File: config.mk
export PLATFORM = sky130hd
export DESIGN_NAME = axis_stream_gen
export DESIGN_NICKNAME = d
export VERILOG_FILES = /design/src/rtl/axis_stream_gen.sv
export SDC_FILE = /design/constraint.sdc
export NUM_CORES = 1
export LEC_CHECK = 0
export CAP_MARGIN = 20
export CORE_MARGIN = 8
export CORE_UTILIZATION = 52
export DETAILED_ROUTE_END_ITERATION = 10
export PLACE_DENSITY = 0.81
export SETUP_SLACK_MARGIN = 0.2
export SYNTH_ARGS = -nofsm -noshare
export SYNTH_HDL_FRONTEND = slang
export SYNTH_SLANG_ARGS = --single-unit
export TNS_END_PERCENT = 30
File: constraint.sdc
create_clock -name m_axis_clk -period 4.19 [get_ports m_axis_clk]
set_clock_uncertainty 0.1 [all_clocks]
set_input_delay 0.838 -clock m_axis_clk [delete_from_list [all_inputs] [get_ports m_axis_clk]]
set_output_delay 0.838 -clock m_axis_clk [all_outputs]
set_load 0.05 [all_outputs]
File: src/rtl/axis_stream_gen.sv
// AXI-Stream burst generator: emits a predictable sequence of beats (incrementing
// counter or Galois LFSR) with optional idle gaps between handshakes.
module axis_stream_gen #(
    parameter int FIFO_WIDTH = 32
) (
    input  logic                  m_axis_clk,
    input  logic                  m_axis_rst,
    input  logic                  start,
    input  logic [15:0]           burst_len,
    input  logic [7:0]            gap_cycles,
    input  logic                  mode,
    input  logic [31:0]           seed,
    output logic                  m_axis_tvalid,
    input  logic                  m_axis_tready,
    output logic [FIFO_WIDTH-1:0] m_axis_tdata,
    output logic                  busy,
    output logic                  done,
    output logic [15:0]           beat_count
);

    typedef enum logic [1:0] {
        IDLE,
        SEND,
        GAP
    } state_e;

    state_e      state_q;
    logic [31:0] pattern_q;
    logic [31:0] patternAdv_d;
    logic [31:0] patternLoad_d;
    logic [15:0] len_q;
    logic [15:0] beatCount_q;
    logic [7:0]  gap_q;
    logic [7:0]  gapCnt_q;
    logic        mode_q;
    logic        tvalid_q;
    logic        busy_q;
    logic        done_q;
    logic        handshake;

    // LFSR taps for x^32+x^22+x^2+x+1 in right-shifting Galois form
    always_comb begin
        patternAdv_d = pattern_q + 32'd1;
        if (mode_q) begin
            patternAdv_d = (pattern_q >> 1) ^ (pattern_q[0] ? 32'h8020_0003 : 32'h0);
        end
    end

    // An all-zero LFSR would lock up, so a zero seed is promoted to 1
    always_comb begin
        patternLoad_d = seed;
        if (mode && (seed == 32'h0)) begin
            patternLoad_d = 32'h1;
        end
    end

    assign handshake = tvalid_q & m_axis_tready;

    always_ff @(posedge m_axis_clk) begin
        if (m_axis_rst) begin
            state_q     <= IDLE;
            pattern_q   <= 32'h0;
            len_q       <= 16'h0;
            beatCount_q <= 16'h0;
            gap_q       <= 8'h0;
            gapCnt_q    <= 8'h0;
            mode_q      <= 1'b0;
            tvalid_q    <= 1'b0;
            busy_q      <= 1'b0;
            done_q      <= 1'b0;
        end else begin
            done_q <= 1'b0;
            case (state_q)
                IDLE: begin
                    if (start) begin
                        beatCount_q <= 16'h0;
                        if (burst_len != 16'h0) begin
                            len_q     <= burst_len;
                            gap_q     <= gap_cycles;
                            mode_q    <= mode;
                            pattern_q <= patternLoad_d;
                            state_q   <= SEND;
                            tvalid_q  <= 1'b1;
                            busy_q    <= 1'b1;
                        end else begin
                            done_q <= 1'b1;
                        end
                    end
                end
                SEND: begin
                    if (handshake) begin
                        beatCount_q <= beatCount_q + 16'd1;
                        pattern_q   <= patternAdv_d;
                        if ((beatCount_q + 16'd1) == len_q) begin
                            state_q  <= IDLE;
                            tvalid_q <= 1'b0;
                            busy_q   <= 1'b0;
                            done_q   <= 1'b1;
                        end else if (gap_q != 8'h0) begin
                            state_q  <= GAP;
                            gapCnt_q <= gap_q;
                            tvalid_q <= 1'b0;
                        end
                    end
                end
                GAP: begin
                    if (gapCnt_q == 8'd1) begin
                        state_q  <= SEND;
                        tvalid_q <= 1'b1;
                    end else begin
                        gapCnt_q <= gapCnt_q - 8'd1;
                    end
                end
                default: begin
                    state_q  <= IDLE;
                    tvalid_q <= 1'b0;
                    busy_q   <= 1'b0;
                end
            endcase
        end
    end

    // The pattern register is always 32 bits; adapt it to the bus width
    generate
        if (FIFO_WIDTH > 32) begin : gen_wide
            assign m_axis_tdata = {{(FIFO_WIDTH - 32){1'b0}}, pattern_q};
        end else if (FIFO_WIDTH == 32) begin : gen_exact
            assign m_axis_tdata = pattern_q;
        end else begin : gen_narrow
            assign m_axis_tdata = pattern_q[FIFO_WIDTH-1:0];
        end
    endgenerate

    assign m_axis_tvalid = tvalid_q;
    assign busy          = busy_q;
    assign done          = done_q;
    assign beat_count    = beatCount_q;

endmodule
==> flow_metrics.py, run 1 <==
metrics = {
    "power": {
        "vdd_drop_max_v": 0.000274,
        "internal_power_mw": 1.79,
        "leakage_nw": 2.38,
        "clockPowerShare_pct": 26.0,
        "power_frac_comb_pct": 38.1,
        "p_sw_share_pct": 39.8,
        "switchingPower_mw": 1.18,
        "power_density_nw_per_um2": 437,
        "seq_power_share_pct": 35.9,
    },
    "clocking": {
        "clkTransAtPathRegs_ps": 90,
        "cts_setup_buffers": 0,
        "clockRootBuffer": "clkbuf_8",
        "clk_latency_ps": 380,
        "cts_tree": "yes",
        "htreeDepth": 3,
        "cts_max_path_buffers": 2,
        "clkSinkCount": 85,
        "postCtsHoldBufs": 0,
        "ctsResizeCount": 0,
        "cts_buffers": 9,
    },
    "yosys": {
        "netlist_area_sq_um": 5420,
        "synth_cells": 727,
        "ys.flop_type": "dfxtp_1",
        "synth_warnings": 0,
        "synthArstFlopShare_pct": 0,
        "synth_nets": 792,
        "ys_ff_latch": 85,
        "seq_area_frac_synth_pct": 31.4,
        "synth_area_per_cell_sq_um": 7.46,
        "synth_edf_count": 0,
        "synth.distinct_cells": 60,
    },
    "final_layout": {
        "layout-drive-gt1-share_pct": 4.98,
        "post-route-util_pct": 66.4,
        "fin_nets": 864,
        "area_growth_pct": 25.2,
        "n_antenna_cell": 0,
    },
    "setup_path": {
        "cp-startpoint": "beat_count[0]$_SDFFE_PP0P_",
        "worstPathMaxFanout": 9,
        "cp.arrival_ps": 3780,
        "worstSetupPathType": "flip-flop to flip-flop",
        "r2r_end": "gapCnt_q[6]$_SDFFE_PP0P_",
        "r2r_start": "beat_count[0]$_SDFFE_PP0P_",
        "required_ps": 4350,
        "cp-endpoint": "gapCnt_q[6]$_SDFFE_PP0P_",
        "crit_path_end_kind": "flip-flop",
        "reg2reg_slack_ps": 570,
        "rr_worst_depth": 8,
        "cp-start-kind": "flip-flop",
    },
    "global_route": {
        "overflow": 0,
        "grt_pass1_wl_microns": 27300,
        "grtUsageTotal_pct": 23.4,
        "grt_max_degree": 83,
        "antenna_found_initial": 0,
        "grt_pass1_vias": 5407,
    },
    "detailed_routing": {
        "routedWlPerCell_microns": 17.5,
        "route.detailed.drc": 0,
        "drt_iter0_drc": 532,
        "drt_wl_total_microns": 16400,
        "num_vias": 5723,
        "detail_route.vias_per_cell": 6.09,
        "ant_nets": 0,
        "first_pass_iters": 5,
    },
    "sta": {
        "post-route-min-period_ps": 3620,
        "finalCritPeriodShare_pct": 86.3,
        "max_slew_margin_pct": 39.7,
        "worstMarginPinSlew_ps": 905,
        "setup_violations": 0,
        "rsz0062_at_grt": "false",
        "setup_tns_ps": 0,
        "hold_viol": 0,
        "slew_violations": 0,
        "fmax_ghz": 0.276,
    },
    "floorplanning": {
        "io_pins": 112,
        "row_count": 37,
        "die_area_sq_um": 14000,
        "die-width_microns": 118,
        "coreArea_sq_um": 10200,
        "die_h_microns": 118,
        "start_util_pct": 53.0,
    },
    "flow_run": {
        "maxCapViolations": 0,
    },
    "worst_hold_path": {
        "hp-class": "flip-flop to flip-flop",
    },
    "place": {
        "io_buffer_count": 111,
        "gp_congestion": 0.920,
        "dp_hpwl_microns": 11600,
    },
    "outcome": {
        "status": "finished clean",
    },
}
==> routing by layer <==
layer / routed length (microns) / up-vias / track usage, %
li1: - / 2778 / -
met1: 6790 / 2688 / 28.0
met2: 8060 / 214 / 38.9
met3: 1160 / 43 / 6.52
met4: 397 / 0 / 9.05
met5: 0 / - / 0
==> kinds of logic (layout without fill, tap and decap cells) <==
kind of cell	Yosys count	count (layout)	synth area share [%]
xor+xnor	34	34	5.75
flops	85	85	31.4
fa+ha+maj	4	4	0.923
mux	33	33	6.14
simple gates	313	313	28.1
compound gates	186	186	22.3
buf+inv	72	149	5.38
==> worst min path at each step <==
stage | startpoint | cells past startpoint | endpoint
2_1_floorplan | gapCnt_q[7]$_SDFFE_PP0P_ | 2 | gapCnt_q[7]$_SDFFE_PP0P_
3_3_place_gp | gapCnt_q[7]$_SDFFE_PP0P_ | 2 | gapCnt_q[7]$_SDFFE_PP0P_
3_5_place_dp | gapCnt_q[7]$_SDFFE_PP0P_ | 2 | gapCnt_q[7]$_SDFFE_PP0P_
4_1_cts | gapCnt_q[7]$_SDFFE_PP0P_ | 2 | gapCnt_q[7]$_SDFFE_PP0P_
5_1_grt | gapCnt_q[4]$_SDFFE_PP0P_ | 2 | gapCnt_q[4]$_SDFFE_PP0P_
6_report | gapCnt_q[7]$_SDFFE_PP0P_ | 2 | gapCnt_q[7]$_SDFFE_PP0P_
==> layout by cell type, fill, tap and decap left out, types with 6 or more instances in the layout <==
| cell type | count |
|---|---|
| and3_1 | 7 |
| nand2_1 | 81 |
| buf_4 | 8 |
| dfxtp_1 | 84 |
| o21ai_0 | 52 |
| o211ai_1 | 11 |
| nand3_1 | 28 |
| nor2_1 | 92 |
| nor4_1 | 17 |
| nand2b_1 | 12 |
| a311oi_1 | 9 |
| xnor2_1 | 20 |
| xor2_1 | 13 |
| a31oi_1 | 9 |
| mux2i_1 | 31 |
| clkdlybuf4s50_1 | 110 |
| inv_1 | 14 |
| nand4_1 | 13 |
| a21oi_1 | 49 |
| a211oi_1 | 14 |
| and2_1 | 6 |
| clkbuf_8 | 9 |
| nor3_1 | 23 |
==> synth_stat cells, types with 6 or more instances <==
master / count / area [sq um]
nor4_1: 17 / 106
nor2_1: 94 / 353
a311oi_1: 9 / 78.8
a31oi_1: 9 / 56.3
xnor2_1: 20 / 175
dfxtp_1: 85 / 1700
nand4_1: 13 / 81.3
a211oi_1: 14 / 105
inv_1: 14 / 52.6
a21oi_1: 49 / 245
and3_1: 7 / 43.8
xor2_1: 13 / 114
o21ai_0: 52 / 260
clkbuf_1: 49 / 184
and2_1: 6 / 37.5
nand2b_1: 12 / 75.1
o211ai_1: 11 / 82.6
nand3_1: 28 / 140
mux2i_1: 31 / 310
nand2_1: 81 / 304
nor3_1: 23 / 115
==> layout make-up <==
cell class	count	area, sq um
multi-input combinational	570	3440
inverter	14	52.6
fill	859	3440
timing repair buffer	119	1170
sequential	85	1700
clock buffer	9	124
clock inverter	7	138
tap	136	170
==> worst max-delay path, stage by stage (launching register included) <==
cell	delay [ps]
dfxtp_1	490
ha_1	310
nand4_2	220
or4_1	590
nor3b_1	280
o31ai_1	160
a2111oi_4	530
o21a_1	440
mux2_1	360
==> power groups by stage <==
stage	clock [mW]	combinational [mW]	sequential [mW]
CTS	0.781	1.13	1.06
finish	0.770	1.13	1.07
detailed placement	0	1.12	1.08
floorplan	0	0.576	1.26
global placement	0	1.10	1.07
global route	0.816	1.22	1.08
==> metrics by stage <==
step	hold WS [ps]	setup WS, ps	instance area [sq um]	cells	power, mW
2_1_floorplan	364	794	5420	727	1.83
3_3_place_gp	374	783	6530	924	2.17
3_5_place_dp	393	617	6530	924	2.20
4_1_cts	405	651	6790	940	2.97
5_1_grt	444	347	6790	940	3.12
6_report	401	573	6790	940	2.96
==> flip-flops by register name, summed over array words and instances (netlist names) <==
name and count:
beat_count 16, busy 1, done 1, gapCnt_q 8, gap_q 8, len_q 16
m_axis_tdata 32, mode_q 1, state_q 2
Power figures use the tool's default switching activity.
==> inputs of run 2 (changes only) <==
CORE_MARGIN = 2   (was 8)
MAX_ROUTING_LAYER = met4   (was unset)
SKIP_CTS_REPAIR_TIMING = 1   (was unset)
==> run 2 against run 1 <==
  * Maximum frequency is 1.8% higher
  * Final cell count is 0.11% higher
  * Hold slack better by 8.9 ps
  * Setup slack better by 65 ps
  * Clock-buffer cell count is 1 higher
  * Combinational power hardly changed
  * Routed wire length is 2.4% lower
  * Die area is 19% lower
  * Largest cell class unchanged
  * Sequential cell count stayed put
  * Critical path type unchanged
  * Via count is 0.86% higher
  * Clock power is 22% lower
==> flow_metrics.py, run 2 (synthesis gave the netlist of run 1 again) <==
metrics = {
    "setup_path": {
        "crit_slowest_cell": "a2111oi_4",
        "critPathTopFamily": "simple AND/OR/NAND/NOR gates",
        "cp-start-kind": "flip-flop",
        "crit_path_end_kind": "flip-flop",
        "required_ps": 4360,
        "reg2reg_slack_ps": 640,
        "cp.arrival_ps": 3720,
        "worstSetupPathType": "flip-flop to flip-flop",
        "cpPeakStageDelay_ps": 560,
        "crit_chain": "ha_1 > nand4_2 > nor4_2 > nand3_1 > or3_1 > a2111oi_4 > o21a_1 > mux2_1",
        "critPathBufInv": 0,
        "worstPathMaxFanout": 9,
    },
    "flow_run": {
        "maxCapViolations": 0,
    },
    "floorplanning": {
        "start_util_pct": 53.0,
        "die_h_microns": 106,
        "coreArea_sq_um": 10200,
        "die-width_microns": 106,
        "die_area_sq_um": 11300,
        "row_count": 37,
        "io_pins": 112,
    },
    "power": {
        "vdd_drop_max_v": 0.000326,
        "power_density_nw_per_um2": 415,
        "leakage_nw": 2.36,
    },
    "final_layout": {
        "layout-drive-gt1-share_pct": 5.09,
        "most-common-layout-cells": "clkdlybuf4s50_1, nor2_1, dfxtp_1, nand2_1, o21ai_0",
        "fin_nets": 865,
        "post-route-util_pct": 65.8,
        "final_common_cell": "clkdlybuf4s50_1",
        "largest_register_ff_count": 32,
        "n_antenna_cell": 0,
        "area_growth_pct": 24.2,
    },
    "detailed_routing": {
        "ant_nets": 0,
        "num_vias": 5772,
        "drt_wl_total_microns": 16000,
        "routedWlPerCell_microns": 17.0,
        "route.detailed.drc": 0,
        "detail_route.vias_per_cell": 6.13,
        "drt_iter0_drc": 497,
        "first_pass_iters": 5,
    },
    "global_route": {
        "grtUsageTotal_pct": 29.2,
        "overflow": 0,
        "grt_pass1_wl_microns": 26000,
        "grt_max_degree": 83,
        "grt_pass1_vias": 5208,
        "antenna_found_initial": 0,
    },
    "sta": {
        "setup_tns_ps": 0,
        "fmax_ghz": 0.282,
        "hold_viol": 0,
        "rsz0062_at_grt": "false",
        "post-route-min-period_ps": 3550,
        "max_slew_margin_pct": 31.8,
        "slew_violations": 0,
        "finalCritPeriodShare_pct": 84.8,
        "setup_violations": 0,
        "worstMarginPinSlew_ps": 1020,
        "fin_hold_ws_ps": 410,
    },
    "clocking": {
        "clkTransAtPathRegs_ps": 90,
        "cts_max_path_buffers": 2,
        "cts_tree": "yes",
        "cts_buffers": 9,
        "clk_latency_ps": 390,
        "htreeDepth": 3,
        "clkSinkCount": 85,
        "clockRootBuffer": "clkbuf_8",
    },
    "place": {
        "gp_congestion": 0.954,
        "dp_hpwl_microns": 11300,
        "io_buffer_count": 111,
    },
    "outcome": {
        "status": "finished clean",
    },
    "worst_hold_path": {
        "hp-class": "flip-flop to flip-flop",
    },
}
-- run 2: through the flow --
step                      total power, mW  area, sq um  worst slack, ps  std cells
after global placement               2.17         6540              851        925
final                                2.80         6740              638        941
after CTS                            2.80         6740              691        941
after global routing                 2.95         6740              415        941
after floorplan                      1.83         5420              794        727
after detailed placement             2.20         6540              698        925
-- run 2: layer usage --
layer | share of wire [%] | GRT usage, % | up-vias | wire length, microns
met5 | 0 | - | - | 0
met4 | 1.9 | 9.02 | 0 | 297
li1 | - | - | 2784 | -
met1 | 43 | 37.7 | 2727 | 6880
met3 | 6.2 | 5.46 | 38 | 997
met2 | 49 | 46.5 | 223 | 7840
-- run 2: path summary, 6_finish.rpt --
check / from / to / cells past startpoint
setup / recovery: beat_count[0]$_SDFFE_PP0P_ / gapCnt_q[5]$_SDFFE_PP0P_ / 8
hold / removal: gapCnt_q[4]$_SDFFE_PP0P_ / gapCnt_q[4]$_SDFFE_PP0P_ / 2
setup reg to reg: beat_count[0]$_SDFFE_PP0P_ / gapCnt_q[5]$_SDFFE_PP0P_ / 8
hold reg to reg: gapCnt_q[4]$_SDFFE_PP0P_ / gapCnt_q[4]$_SDFFE_PP0P_ / 2
-- run 2: tightest hold or removal path, cell delays in order (launching register included) --
cell and delay (ps):
dfxtp_1 320, o21ai_0 70, o32ai_1 70
-- run 2: cell type report --
type | instances | area (sq um)
clock buffer | 10 | 138
clock inverter | 6 | 62.6
fill | 894 | 3490
inverter | 14 | 52.6
multi-input combinational | 570 | 3440
sequential | 85 | 1700
tap | 136 | 170
timing repair buffer | 120 | 1170
-- run 2: power by group --
part / switching [mW] / internal (mW) / leakage (nW) / total [mW]
logic: 0.707 / 0.423 / 1.56 / 1.13
registers: 0.157 / 0.910 / 0.696 / 1.07
clock network: 0.313 / 0.289 / 0.0943 / 0.602
==> inputs of run 3 (changes only) <==
CORE_UTILIZATION = 47   (was 52)
PLACE_DENSITY = 0.77   (was 0.81)
clock period = 3.1 ns   (was 4.19 ns; I/O delays follow)
==> run 3 against run 2 <==
  * Register-to-register slack got worse by 340 ps
  * Sequential share of layout area decreased by 0.90 points
  * Die area increased by 10%
  * Final cell count increased by 3.0%
  * Clock power increased by 79%
  * First-iteration DRC count increased by 3.6%
  * Sequential cell count unchanged
  * Utilization decreased by 2.7 points
  * Critical path depth unchanged
  * Total power increased by 47%
  * Combinational power increased by 41%
  * Largest power group unchanged
==> flow_metrics.py, run 3 (synthesis gave the netlist of run 1 again) <==
metrics = {
    "final_layout": {
        "largest_register_ff_count": 32,
        "layout-drive-gt1-share_pct": 10.5,
        "instances_no_fill": 969,
        "most-common-layout-cells": "clkdlybuf4s50_1, nor2_1, nand2_1, dfxtp_1, o21ai_0",
        "post-route-util_pct": 63.1,
        "fin_area_sq_um": 7150,
        "fin_nets": 886,
        "area_growth_pct": 31.8,
        "n_antenna_cell": 0,
        "fill_cells": 1002,
        "final_common_cell": "clkdlybuf4s50_1",
    },
    "clocking": {
        "clk_latency_ps": 350,
        "clkSinkCount": 85,
        "clkTransAtPathRegs_ps": 60,
        "cts_tree": "yes",
        "cts_buffers": 9,
        "cts_max_path_buffers": 2,
        "clockRootBuffer": "clkbuf_16",
        "htreeDepth": 3,
    },
    "global_route": {
        "overflow": 0,
        "grtUsageTotal_pct": 26.9,
        "antenna_found_initial": 0,
        "grt_max_degree": 39,
        "grt_pass1_vias": 5467,
        "grt_pass1_wl_microns": 26800,
    },
    "setup_path": {
        "cp-start-kind": "flip-flop",
        "critPathBufInv": 0,
        "worstPathMaxFanout": 8,
        "crit_path_end_kind": "flip-flop",
        "worstSetupPathType": "flip-flop to flip-flop",
        "crit_slowest_cell": "or4_4",
        "cpPeakStageDelay_ps": 550,
        "critPathTopFamily": "simple AND/OR/NAND/NOR gates",
        "required_ps": 3230,
        "reg2reg_slack_ps": 300,
        "crit_chain": "ha_4 > nand4_2 > or4_4 > nor3b_2 > o31ai_2 > a2111oi_4 > o21a_2 > mux2_4",
        "cp.arrival_ps": 2930,
    },
    "floorplanning": {
        "die_h_microns": 111,
        "coreArea_sq_um": 11300,
        "die-width_microns": 111,
        "die_area_sq_um": 12400,
        "start_util_pct": 47.9,
        "io_pins": 112,
        "row_count": 39,
    },
    "sta": {
        "hold_viol": 0,
        "rsz0062_at_grt": "false",
        "setup_violations": 0,
        "max_slew_margin_pct": 31.6,
        "post-route-min-period_ps": 2800,
        "finalCritPeriodShare_pct": 90.4,
        "fmax_ghz": 0.357,
        "worstMarginPinSlew_ps": 1030,
        "slew_violations": 0,
        "setup_tns_ps": 0,
    },
    "power": {
        "vdd_drop_max_v": 0.000332,
        "power_density_nw_per_um2": 575,
        "leakage_nw": 2.57,
        "power_mw": 4.11,
    },
    "place": {
        "post-place-cells": 951,
        "gp_congestion": 0.943,
        "placed_cell_area_sq_um": 6790,
        "dp_hpwl_microns": 12100,
        "io_buffer_count": 111,
    },
    "detailed_routing": {
        "num_vias": 5860,
        "drt_wl_total_microns": 16600,
        "first_pass_iters": 6,
        "routedWlPerCell_microns": 17.2,
        "drt_iter0_drc": 515,
        "route.detailed.drc": 0,
        "ant_nets": 0,
        "detail_route.vias_per_cell": 6.05,
    },
    "worst_hold_path": {
        "hp-class": "flip-flop to flip-flop",
    },
    "outcome": {
        "status": "finished clean",
    },
    "flow_run": {
        "maxCapViolations": 0,
    },
}
run 3: cell count changes in the layout (fill, tap and decap cells not counted), sizes merged:
| cell | before | now |
|---|---|---|
| clkbuf | 10 | 12 |
| buf | 10 | 31 |
| clkinvlp | 3 | 1 |
run 3: final timing paths:
kind                              end  depth (start not counted)                       start
max          gapCnt_q[6]$_SDFFE_PP0P_                          8  beat_count[0]$_SDFFE_PP0P_
min          gapCnt_q[7]$_SDFFE_PP0P_                          2    gapCnt_q[7]$_SDFFE_PP0P_
max reg2reg  gapCnt_q[6]$_SDFFE_PP0P_                          8  beat_count[0]$_SDFFE_PP0P_
min reg2reg  gapCnt_q[7]$_SDFFE_PP0P_                          2    gapCnt_q[7]$_SDFFE_PP0P_
run 3: power by group:
group	internal (mW)	switching, mW
clock	0.644	0.436
sequential	1.22	0.218
combinational	0.621	0.964
total	2.49	1.62
run 3: layout make-up:
type / count / area (sq um) / share of cell area [%]
clock buffers: 12 / 246 / 3.45
clock inverters: 4 / 47.5 / 0.665
inverters: 14 / 52.6 / 0.735
multi-input cells: 570 / 3540 / 49.5
flip-flops and latches: 85 / 1740 / 24.4
well taps: 143 / 179 / 2.50
repair buffers: 141 / 1340 / 18.8
run 3: per-layer routing:
metal	share of wire, %	global-route usage (%)	vias to the layer above
met1	43	34.1	2728
met2	48	42.6	257
met5	0	-	-
li1	-	-	2828
met4	2.8	10.9	0
met3	6.9	5.12	47
run 3: worst min-delay path: stages (launching register included):
cell	delay, ps
dfxtp_1	310
o21ai_0	70
o32ai_1	70
run 3: per-stage QoR:
stage	hold WS, ps	setup slack, ps
3_5_place_dp	385	68.8
6_report	392	299
3_3_place_gp	387	145
5_1_grt	414	193
4_1_cts	393	105
2_1_floorplan	364	196
